[config.mk]
export PLATFORM = sky130hd
export DESIGN_NAME = packed_psum_unpacker
export DESIGN_NICKNAME = d
export VERILOG_FILES = /design/src/rtl/bna_pkg.sv /design/src/rtl/packed_lane_split.sv /design/src/rtl/packed_psum_unpacker.sv
export SDC_FILE = /design/constraint.sdc
export NUM_CORES = 1
export LEC_CHECK = 0
export ABC_AREA = 1
export CAP_MARGIN = 30
export CORE_UTILIZATION = 42
export CTS_CLUSTER_DIAMETER = 200
export CTS_CLUSTER_SIZE = 16
export DETAILED_ROUTE_END_ITERATION = 12
export PLACE_DENSITY = 0.67
export SLEW_MARGIN = 20
export SYNTH_ARGS = -nofsm -noshare
export SYNTH_HDL_FRONTEND = slang
export SYNTH_SLANG_ARGS = --single-unit
[constraint.sdc]
create_clock -name clk -period 5.37 [get_ports clk]
set_input_delay 0.8055 -clock clk [delete_from_list [all_inputs] [get_ports clk]]
set_output_delay 0.8055 -clock clk [all_outputs]
set_load 0.02 [all_outputs]
[src/rtl/bna_pkg.sv]
// rtl/bna_pkg.sv - shared lane geometry defaults and unpacker FSM state encoding
package bna_pkg;

  localparam int LANE_SHIFT_DEF = 17;
  localparam int PSUM_WIDTH_DEF = 24;

  typedef enum logic [1:0] {
    ST_IDLE = 2'd0,
    ST_ACC  = 2'd1,
    ST_DONE = 2'd2
  } state_t;

endpackage

[src/rtl/packed_lane_split.sv]
// rtl/packed_lane_split.sv - splits one packed dual-product word into two signed lane values
module packed_lane_split import bna_pkg::*; #(
  parameter int MAC_ACC_WIDTH = 48,
  parameter int LANE_SHIFT    = LANE_SHIFT_DEF,
  parameter int PSUM_WIDTH    = PSUM_WIDTH_DEF
) (
  input  logic [MAC_ACC_WIDTH-1:0] i_packed,
  output logic [PSUM_WIDTH-1:0]    o_lo,
  output logic [PSUM_WIDTH-1:0]    o_hi
);

  // A negative low lane borrowed one from the high lane when packed; add it back.
  always_comb begin
    o_lo = PSUM_WIDTH'($signed(i_packed[LANE_SHIFT-1:0]));
    o_hi = PSUM_WIDTH'(($signed(i_packed) >>> LANE_SHIFT)
                       + $signed({{(MAC_ACC_WIDTH-1){1'b0}}, i_packed[LANE_SHIFT-1]}));
  end

endmodule

[src/rtl/packed_psum_unpacker.sv]
// rtl/packed_psum_unpacker.sv - accumulates decoded lane products per job and hands off both sums
module packed_psum_unpacker import bna_pkg::*; #(
  parameter int MAC_ACC_WIDTH = 48,
  parameter int LANE_SHIFT    = LANE_SHIFT_DEF,
  parameter int PSUM_WIDTH    = PSUM_WIDTH_DEF,
  parameter int LEN_WIDTH     = 10
) (
  input  logic                     clk,
  input  logic                     rst,
  input  logic                     i_start,
  input  logic [LEN_WIDTH-1:0]     i_len,
  input  logic                     i_valid,
  input  logic [MAC_ACC_WIDTH-1:0] i_packed,
  output logic                     o_ready,
  output logic [PSUM_WIDTH-1:0]    o_psum_0,
  output logic [PSUM_WIDTH-1:0]    o_psum_1,
  output logic                     o_valid,
  input  logic                     i_ready,
  output logic                     o_busy
);

  state_t                  r_state;
  state_t                  w_state_nxt;
  logic [LEN_WIDTH-1:0]    r_len;
  logic [LEN_WIDTH-1:0]    r_cnt;
  logic [PSUM_WIDTH-1:0]   r_acc0;
  logic [PSUM_WIDTH-1:0]   r_acc1;
  logic [PSUM_WIDTH-1:0]   w_lo;
  logic [PSUM_WIDTH-1:0]   w_hi;
  logic [LEN_WIDTH-1:0]    w_len_eff;
  logic [LEN_WIDTH-1:0]    w_cnt_inc;
  logic                    w_load;
  logic                    w_beat;

  packed_lane_split #(
    .MAC_ACC_WIDTH (MAC_ACC_WIDTH),
    .LANE_SHIFT    (LANE_SHIFT),
    .PSUM_WIDTH    (PSUM_WIDTH)
  ) u_split (
    .i_packed (i_packed),
    .o_lo     (w_lo),
    .o_hi     (w_hi)
  );

  assign w_len_eff = (i_len == '0) ? LEN_WIDTH'(1) : i_len;
  assign w_cnt_inc = r_cnt + LEN_WIDTH'(1);

  always_ff @(posedge clk or posedge rst) begin
    if (rst) begin
      r_state <= ST_IDLE;
    end else begin
      r_state <= w_state_nxt;
    end
  end

  always_comb begin
    w_state_nxt = r_state;
    o_ready     = 1'b0;
    o_valid     = 1'b0;
    o_busy      = 1'b0;
    w_load      = 1'b0;
    w_beat      = 1'b0;
    case (r_state)
      ST_IDLE: begin
        if (i_start) begin
          w_load      = 1'b1;
          w_state_nxt = ST_ACC;
        end
      end
      ST_ACC: begin
        o_ready = 1'b1;
        o_busy  = 1'b1;
        if (i_valid) begin
          w_beat = 1'b1;
          if (w_cnt_inc == r_len) begin
            w_state_nxt = ST_DONE;
          end
        end
      end
      ST_DONE: begin
        o_valid = 1'b1;
        o_busy  = 1'b1;
        // A start coinciding with the handoff skips IDLE to keep back-to-back jobs dense.
        if (i_ready) begin
          if (i_start) begin
            w_load      = 1'b1;
            w_state_nxt = ST_ACC;
          end else begin
            w_state_nxt = ST_IDLE;
          end
        end
      end
      default: w_state_nxt = ST_IDLE;
    endcase
  end

  always_ff @(posedge clk or posedge rst) begin
    if (rst) begin
      r_len  <= '0;
      r_cnt  <= '0;
      r_acc0 <= '0;
      r_acc1 <= '0;
    end else if (w_load) begin
      r_len  <= w_len_eff;
      r_cnt  <= '0;
      r_acc0 <= '0;
      r_acc1 <= '0;
    end else if (w_beat) begin
      r_cnt  <= w_cnt_inc;
      r_acc0 <= r_acc0 + w_lo;
      r_acc1 <= r_acc1 + w_hi;
    end
  end

  assign o_psum_0 = r_acc0;
  assign o_psum_1 = r_acc1;

endmodule

==> reports/metrics.csv, run 1 <==
stage,metric,value,unit
status,status,finished clean,
timing,setup_tns,0,ns
power,power_density,578,nW/µm²
synth,synth_top_area_share,30.1,%
clocking,postCtsHoldBufs,0,
die,num_rows,42,
synth,synth-seq-cells,70,
drt,drc,0,
setup_path,cp_max_fo,9,
finish,area_delta_synth_final,27.2,%
placed_design,dpl_cell_area,7080,µm²
clocking,clockRootBuffer,clkbuf_16,
finish,drive_above_1_share,4.67,%
global_routing,overflow,0,
timing,fmax,286,MHz
die,start_util,43.5,%
clocking,cts_resized,0,
die,die_w,120,µm
drt,wirelength,15.9,mm
setup_path,crit_path_end_kind,flip-flop,
synth,synthCells,874,
finish,fin_nets,1096,
synth,synth_most_common_cell,nand2_1,
synth,synth_fp_nets,990,
global_routing,grt_max_degree,47,
drt,wl_met2,7.52,mm
setup_path,critPathLaunchType,primary input,
synth,ys_types,41,
flow_run,cap_violations,0,
drt,dr.pass1.iters,4,
die,die_area,14400,µm²
clocking,cts_max_level,3,
finish,n_antenna_cell,0,
drt,ant_nets,0,
drt,wl_met1,7.56,mm
timing,fin_worst_skew,0.00737,ns
drt,wl_met3,575,µm
synth,synth_area_leaders,"dfrtp_1 30%, nand2_1 18%, ha_1 11%",
clocking,clkLatencyLatePin,0.34,ns
timing,drv_slew,0,
synth,yosysWarnings,0,
setup_path,criticalPathCategory,primary input to flip-flop,
clocking,cts.clk_slew.worst_paths,0.06,ns
finish,stdcell_count,1161,
synth,yosysTopAreaCell,dfrtp_1,
placed_design,placed_cells_incl_taps,1145,
global_routing,antenna_found_initial,0,
clocking,cts.sinks,70,
synth,synth-seq-area-share,30.1,%
die,fp.dieH,120,µm
global_routing,grtUsageTotal,23.0,%
global_routing,grt_pass1_wl,26.1,mm
drt,viasPerCell,5.14,
setup_path,crit_required,5.60,ns
timing,rsz0062_at_grt,no,
synth,syn_area,5830,µm²
synth,avgSynthCellArea,6.67,µm²
drt,initialDrtViolationCount,293,
clocking,cts_made_buffers,9,
finish,final_area,7410,µm²
power,leakagePower,3.70,nW
synth,yosys-top-cells-count,"272 x nand2_1, 107 x inv_1, 70 x dfrtp_1, 69 x nor2_1, 65 x a21oi_1",
global_routing,grt_pass1_vias,5519,
clocking,post_cts_buffers,0,
die,core_area,13400,µm²
drt,highest_layer,met4,
placed_design,hpwlAfterDp,12.4,mm
timing,fin_crit,3.49,ns
clocking,cts_tree,yes,
synth,async_reset_ff_share,100,%
clocking,clk_path_buf_depth,2,
timing,hold_viol,0,
timing,finalSetupViolCount,0,
synth,synth_enable_flop_cells,0,
placed_design,globalplace.congestion,0.901,
timing,max_slew_margin,42.5,%
die,io_pins,114,
drt,wl_per_cell,13.7,µm
power,max-vdd-ir-drop,235,µV
synth,ys.flop_type,dfrtp_1,
placed_design,io_buffers,106,
drt,num_vias,5967,
setup_path,crit_arrival,3.72,ns
timing,tightestPinTransition,0.861,ns
timing,fin_crit_sh,65.0,%
min_path,hp-class,flip-flop to flip-flop,
==> metal layers <==
metal | GRT usage [%] | vias to the layer above
met2 | 38.8 | 112
met5 | 0 | -
met1 | 30.0 | 2743
met4 | 6.17 | 0
li1 | - | 3090
met3 | 4.61 | 22
==> through the flow <==
stage | hold slack, ns | total power (W) | setup slack [ns] | util, %
2_1_floorplan | 0.444 | 0.00271 | 2.75 | -
3_3_place_gp | 0.489 | 0.00358 | 1.58 | 52.8
3_5_place_dp | 0.499 | 0.00361 | 1.55 | 52.8
4_1_cts | 0.513 | 0.00431 | 1.90 | 55.3
5_1_grt | 0.527 | 0.00467 | 1.64 | 55.3
6_report | 0.500 | 0.00428 | 1.88 | 55.3
==> registers in the layout (all words and copies together) (netlist names) <==
name and count:
o_psum_0 24, o_psum_1 24, r_cnt 10, r_len 10, r_state 2
==> report_power, final <==
| part | switching (W) | internal [W] | total, W |
|---|---|---|---|
| Sequential | 0.000199 | 0.000759 | 0.000958 |
| Combinational | 0.00163 | 0.00102 | 0.00265 |
| Clock | 0.000242 | 0.000432 | 0.000674 |
| Total | 0.00207 | 0.00221 | 0.00428 |
==> critical path, stage by stage <==
cell and delay (ns):
clkdlybuf4s50_1 0.75, inv_1 0.13, fa_1 0.50, fa_1 0.40
inv_1 0.10, nand2_1 0.09, o21ai_2 0.26, a21oi_2 0.13
o21ai_2 0.23, nand2_1 0.10, nand2_1 0.07, nand2_1 0.04
nand3_1 0.06, nand2_1 0.05
==> final timing paths <==
| kind | start | end | slack (ns) | cells past startpoint |
|---|---|---|---|---|
| setup / recovery | i_packed[16] | o_psum_1[16]$_DFFE_PP0P_ | 1.88 | 14 |
| hold / removal | r_len[7]$_DFFE_PP0P_ | r_len[7]$_DFFE_PP0P_ | 0.50 | 2 |
| setup reg to reg | r_state[0]$_DFFE_PP0P_ | o_psum_0[1]$_DFFE_PP0P_ | 2.74 | 7 |
| hold reg to reg | r_len[7]$_DFFE_PP0P_ | r_len[7]$_DFFE_PP0P_ | 0.50 | 2 |
| max in group asynchronous | rst | o_psum_1[1]$_DFFE_PP0P_ | 3.53 | 3 |
| min in group asynchronous | rst | o_psum_0[16]$_DFFE_PP0P_ | 0.83 | 2 |
==> layout by cell type (no fill, tap or decap), drive strengths merged <==
cell type | Yosys | layout
xnor3 | 1 | 1
o21a | 2 | 2
a21oi | 67 | 67
o31ai | 1 | 1
clkbuf | 6 | 11
a32o | 2 | 2
bufinv | 0 | 2
or2 | 5 | 5
nand3 | 56 | 56
nor2 | 73 | 73
nor4 | 3 | 3
o22ai | 8 | 8
dfrtp | 70 | 70
ha | 50 | 50
clkinvlp | 0 | 1
clkinv | 0 | 2
o21bai | 5 | 5
inv | 112 | 112
o21ai | 82 | 82
fa | 3 | 3
a211oi | 1 | 1
nand4 | 10 | 10
a21o | 7 | 7
nor3 | 10 | 10
a31oi | 3 | 3
nand2 | 276 | 276
a22o | 2 | 2
nand3b | 2 | 2
clkdlybuf4s50 | 0 | 106
and2 | 3 | 3
xor2 | 5 | 5
buf | 8 | 3
a21boi | 1 | 1
==> cell families (layout without fill, tap and decap cells) <==
| kind of cell | Yosys count | count (layout) | synth area share, % |
|---|---|---|---|
| simple gates | 438 | 438 | 31.4 |
| compound gates | 181 | 181 | 17.3 |
| buf+inv | 126 | 237 | 8.29 |
| flops | 70 | 70 | 30.1 |
| fa+ha+maj | 53 | 53 | 11.8 |
| xor+xnor | 6 | 6 | 1.27 |
==> area by class of cell <==
| type | count | area, µm² |
|---|---|---|
| fill | 1334 | 5990 |
| sequential | 70 | 1750 |
| tap | 176 | 220 |
| multi-input combinational | 678 | 3600 |
| clock inverter | 5 | 81.3 |
| clock buffer | 11 | 253 |
| timing repair buffer | 109 | 1080 |
| inverter | 112 | 420 |
Note: power is estimated with default switching activity, not from simulation.
==> inputs of run 2 (changes only) <==
--- a/config.mk
+++ b/config.mk
@@ -11,7 +11,7 @@
 export CTS_CLUSTER_DIAMETER = 200
 export CTS_CLUSTER_SIZE = 16
 export DETAILED_ROUTE_END_ITERATION = 12
-export PLACE_DENSITY = 0.67
+export PLACE_DENSITY = 0.7
 export SLEW_MARGIN = 20
 export SYNTH_ARGS = -nofsm -noshare
 export SYNTH_HDL_FRONTEND = slang
==> constraint.sdc (replaced) <==
create_clock -name clk -period 3.12 [get_ports clk]
set_input_delay 0.468 -clock clk [delete_from_list [all_inputs] [get_ports clk]]
set_output_delay 0.468 -clock clk [all_outputs]
set_load 0.02 [all_outputs]
==> run 2 against run 1 <==
Clock skew rose by 0.0026 ns. Critical path depth unchanged. Clock power increased by 63%.
==> reports/metrics.csv, run 2 (synthesis gave the netlist of run 1 again) <==
stage,metric,value,unit
drt,drc,0,
timing,finalSetupViolCount,0,
die,die_area,14400,µm²
setup_path,crit_required,3.35,ns
timing,finalWorstSetupSlack,0.408,ns
die,core_area,13400,µm²
clocking,cts.clk_slew.worst_paths,0.06,ns
timing,max_slew_margin,40.0,%
timing,fmax,369,MHz
die,fp.dieH,120,µm
finish,final_core_util,55.6,%
clocking,clkLatencyLatePin,0.35,ns
power,power_density,988,nW/µm²
global_routing,grtUsageTotal,23.5,%
timing,tightestPinTransition,0.899,ns
finish,final_cell_mix,"272 x nand2_1, 106 x inv_1, 106 x clkdlybuf4s50_1",
global_routing,global_route.usage.met3,2.95,%
clocking,clockRootBuffer,clkbuf_16,
finish,area_delta_synth_final,27.8,%
timing,hold_viol,0,
placed_design,globalplace.congestion,0.897,
clocking,post_cts_buffers,0,
flow_run,cap_violations,0,
finish,final_common_cell,nand2_1,
drt,viasPerCell,5.20,
global_routing,grt_max_degree,71,
clocking,cts_tree,yes,
timing,fin_crit_sh,86.9,%
drt,dr.pass1.iters,5,
timing,fin_crit,2.71,ns
die,die_w,120,µm
drt,ant_nets,0,
clocking,cts_made_buffers,9,
timing,setup_tns,0,ns
die,num_rows,42,
power,leakagePower,3.73,nW
global_routing,grt_pass1_vias,5761,
global_routing,antenna_found_initial,0,
clocking,postCtsHoldBufs,0,
global_routing,overflow,0,
timing,fin_worst_skew,0.00994,ns
clocking,clk_path_buf_depth,2,
min_path,hp-class,flip-flop to flip-flop,
placed_design,pre_cts_ws,0.0573,ns
setup_path,criticalPathCategory,primary input to flip-flop,
power,max-vdd-ir-drop,519,µV
drt,wl_per_cell,13.6,µm
power,power,0.00736,W
finish,drive_above_1_share,5.15,%
clocking,cts_max_level,3,
global_routing,use_met1,31.9,%
global_routing,top_usage_layer,met2,
status,status,finished clean,
finish,n_antenna_cell,0,
setup_path,cp_max_fo,5,
drt,initialDrtViolationCount,318,
placed_design,io_buffers,106,
timing,drv_slew,0,
setup_path,crit_arrival,2.95,ns
drt,num_vias,6063,
clocking,cts_resized,0,
global_routing,grt_pass1_wl,26.8,mm
die,start_util,43.5,%
drt,wirelength,15.9,mm
setup_path,critPathLaunchType,primary input,
global_routing,gr-usage-met2,38.1,%
clocking,cts.sinks,70,
placed_design,hpwlAfterDp,12.2,mm
timing,rsz0062_at_grt,no,
setup_path,crit_path_end_kind,flip-flop,
finish,fin_nets,1103,
die,io_pins,114,
[run 2: critical path, stage by stage]
cell and delay (ns):
clkdlybuf4s50_1 0.54, inv_1 0.08, fa_1 0.48, fa_1 0.40, inv_1 0.08, nand2_1 0.08
o21ai_2 0.22, a21oi_2 0.10, o21ai_2 0.17, nand2_1 0.09, nand2_1 0.06, nand2_1 0.04
nand3_1 0.06, nand2_1 0.05
[run 2: cell type report]
cell class                      count  area (µm²)
Fill cell                        1318        5950
Clock buffer                       10         229
Inverter                          112         420
Tap cell                          176         220
Multi-Input combinational cell    678        3600
Clock inverter                      5        75.1
Timing Repair Buffer              116        1150
Sequential cell                    70        1750
[run 2: path summary, 6_finish.rpt]
kind	cells past startpoint	startpoint	slack [ns]	to
min in group asynchronous	3	rst	0.51	o_psum_0[17]$_DFFE_PP0P_
max in group asynchronous	3	rst	2.28	o_psum_0[12]$_DFFE_PP0P_
max reg2reg	12	o_psum_0[0]$_DFFE_PP0P_	0.72	o_psum_0[10]$_DFFE_PP0P_
min	2	r_len[7]$_DFFE_PP0P_	0.50	r_len[7]$_DFFE_PP0P_
max	14	i_packed[16]	0.41	o_psum_1[16]$_DFFE_PP0P_
min reg2reg	2	r_len[7]$_DFFE_PP0P_	0.50	r_len[7]$_DFFE_PP0P_
[run 2: per-stage QoR]
step | std cells | instance area, µm² | hold slack [ns]
after global routing | 1167 | 7450 | 0.532
after CTS | 1167 | 7450 | 0.511
after detailed placement | 1152 | 7140 | 0.498
final | 1167 | 7450 | 0.503
after global placement | 1152 | 7140 | 0.484
after floorplan | 874 | 5830 | 0.444
[run 2: routing by layer]
metal	vias up	wire [µm]
met5	-	0
met4	0	336
met3	23	573
met2	129	7240
met1	2809	7770
li1	3102	-
[run 2: power breakdown]
group          leakage (nW)  switching [W]  internal [W]
registers             0.924       0.000352       0.00131
clock network         0.152       0.000407      0.000692
logic                  2.65        0.00281       0.00179
total                  3.73        0.00357       0.00379
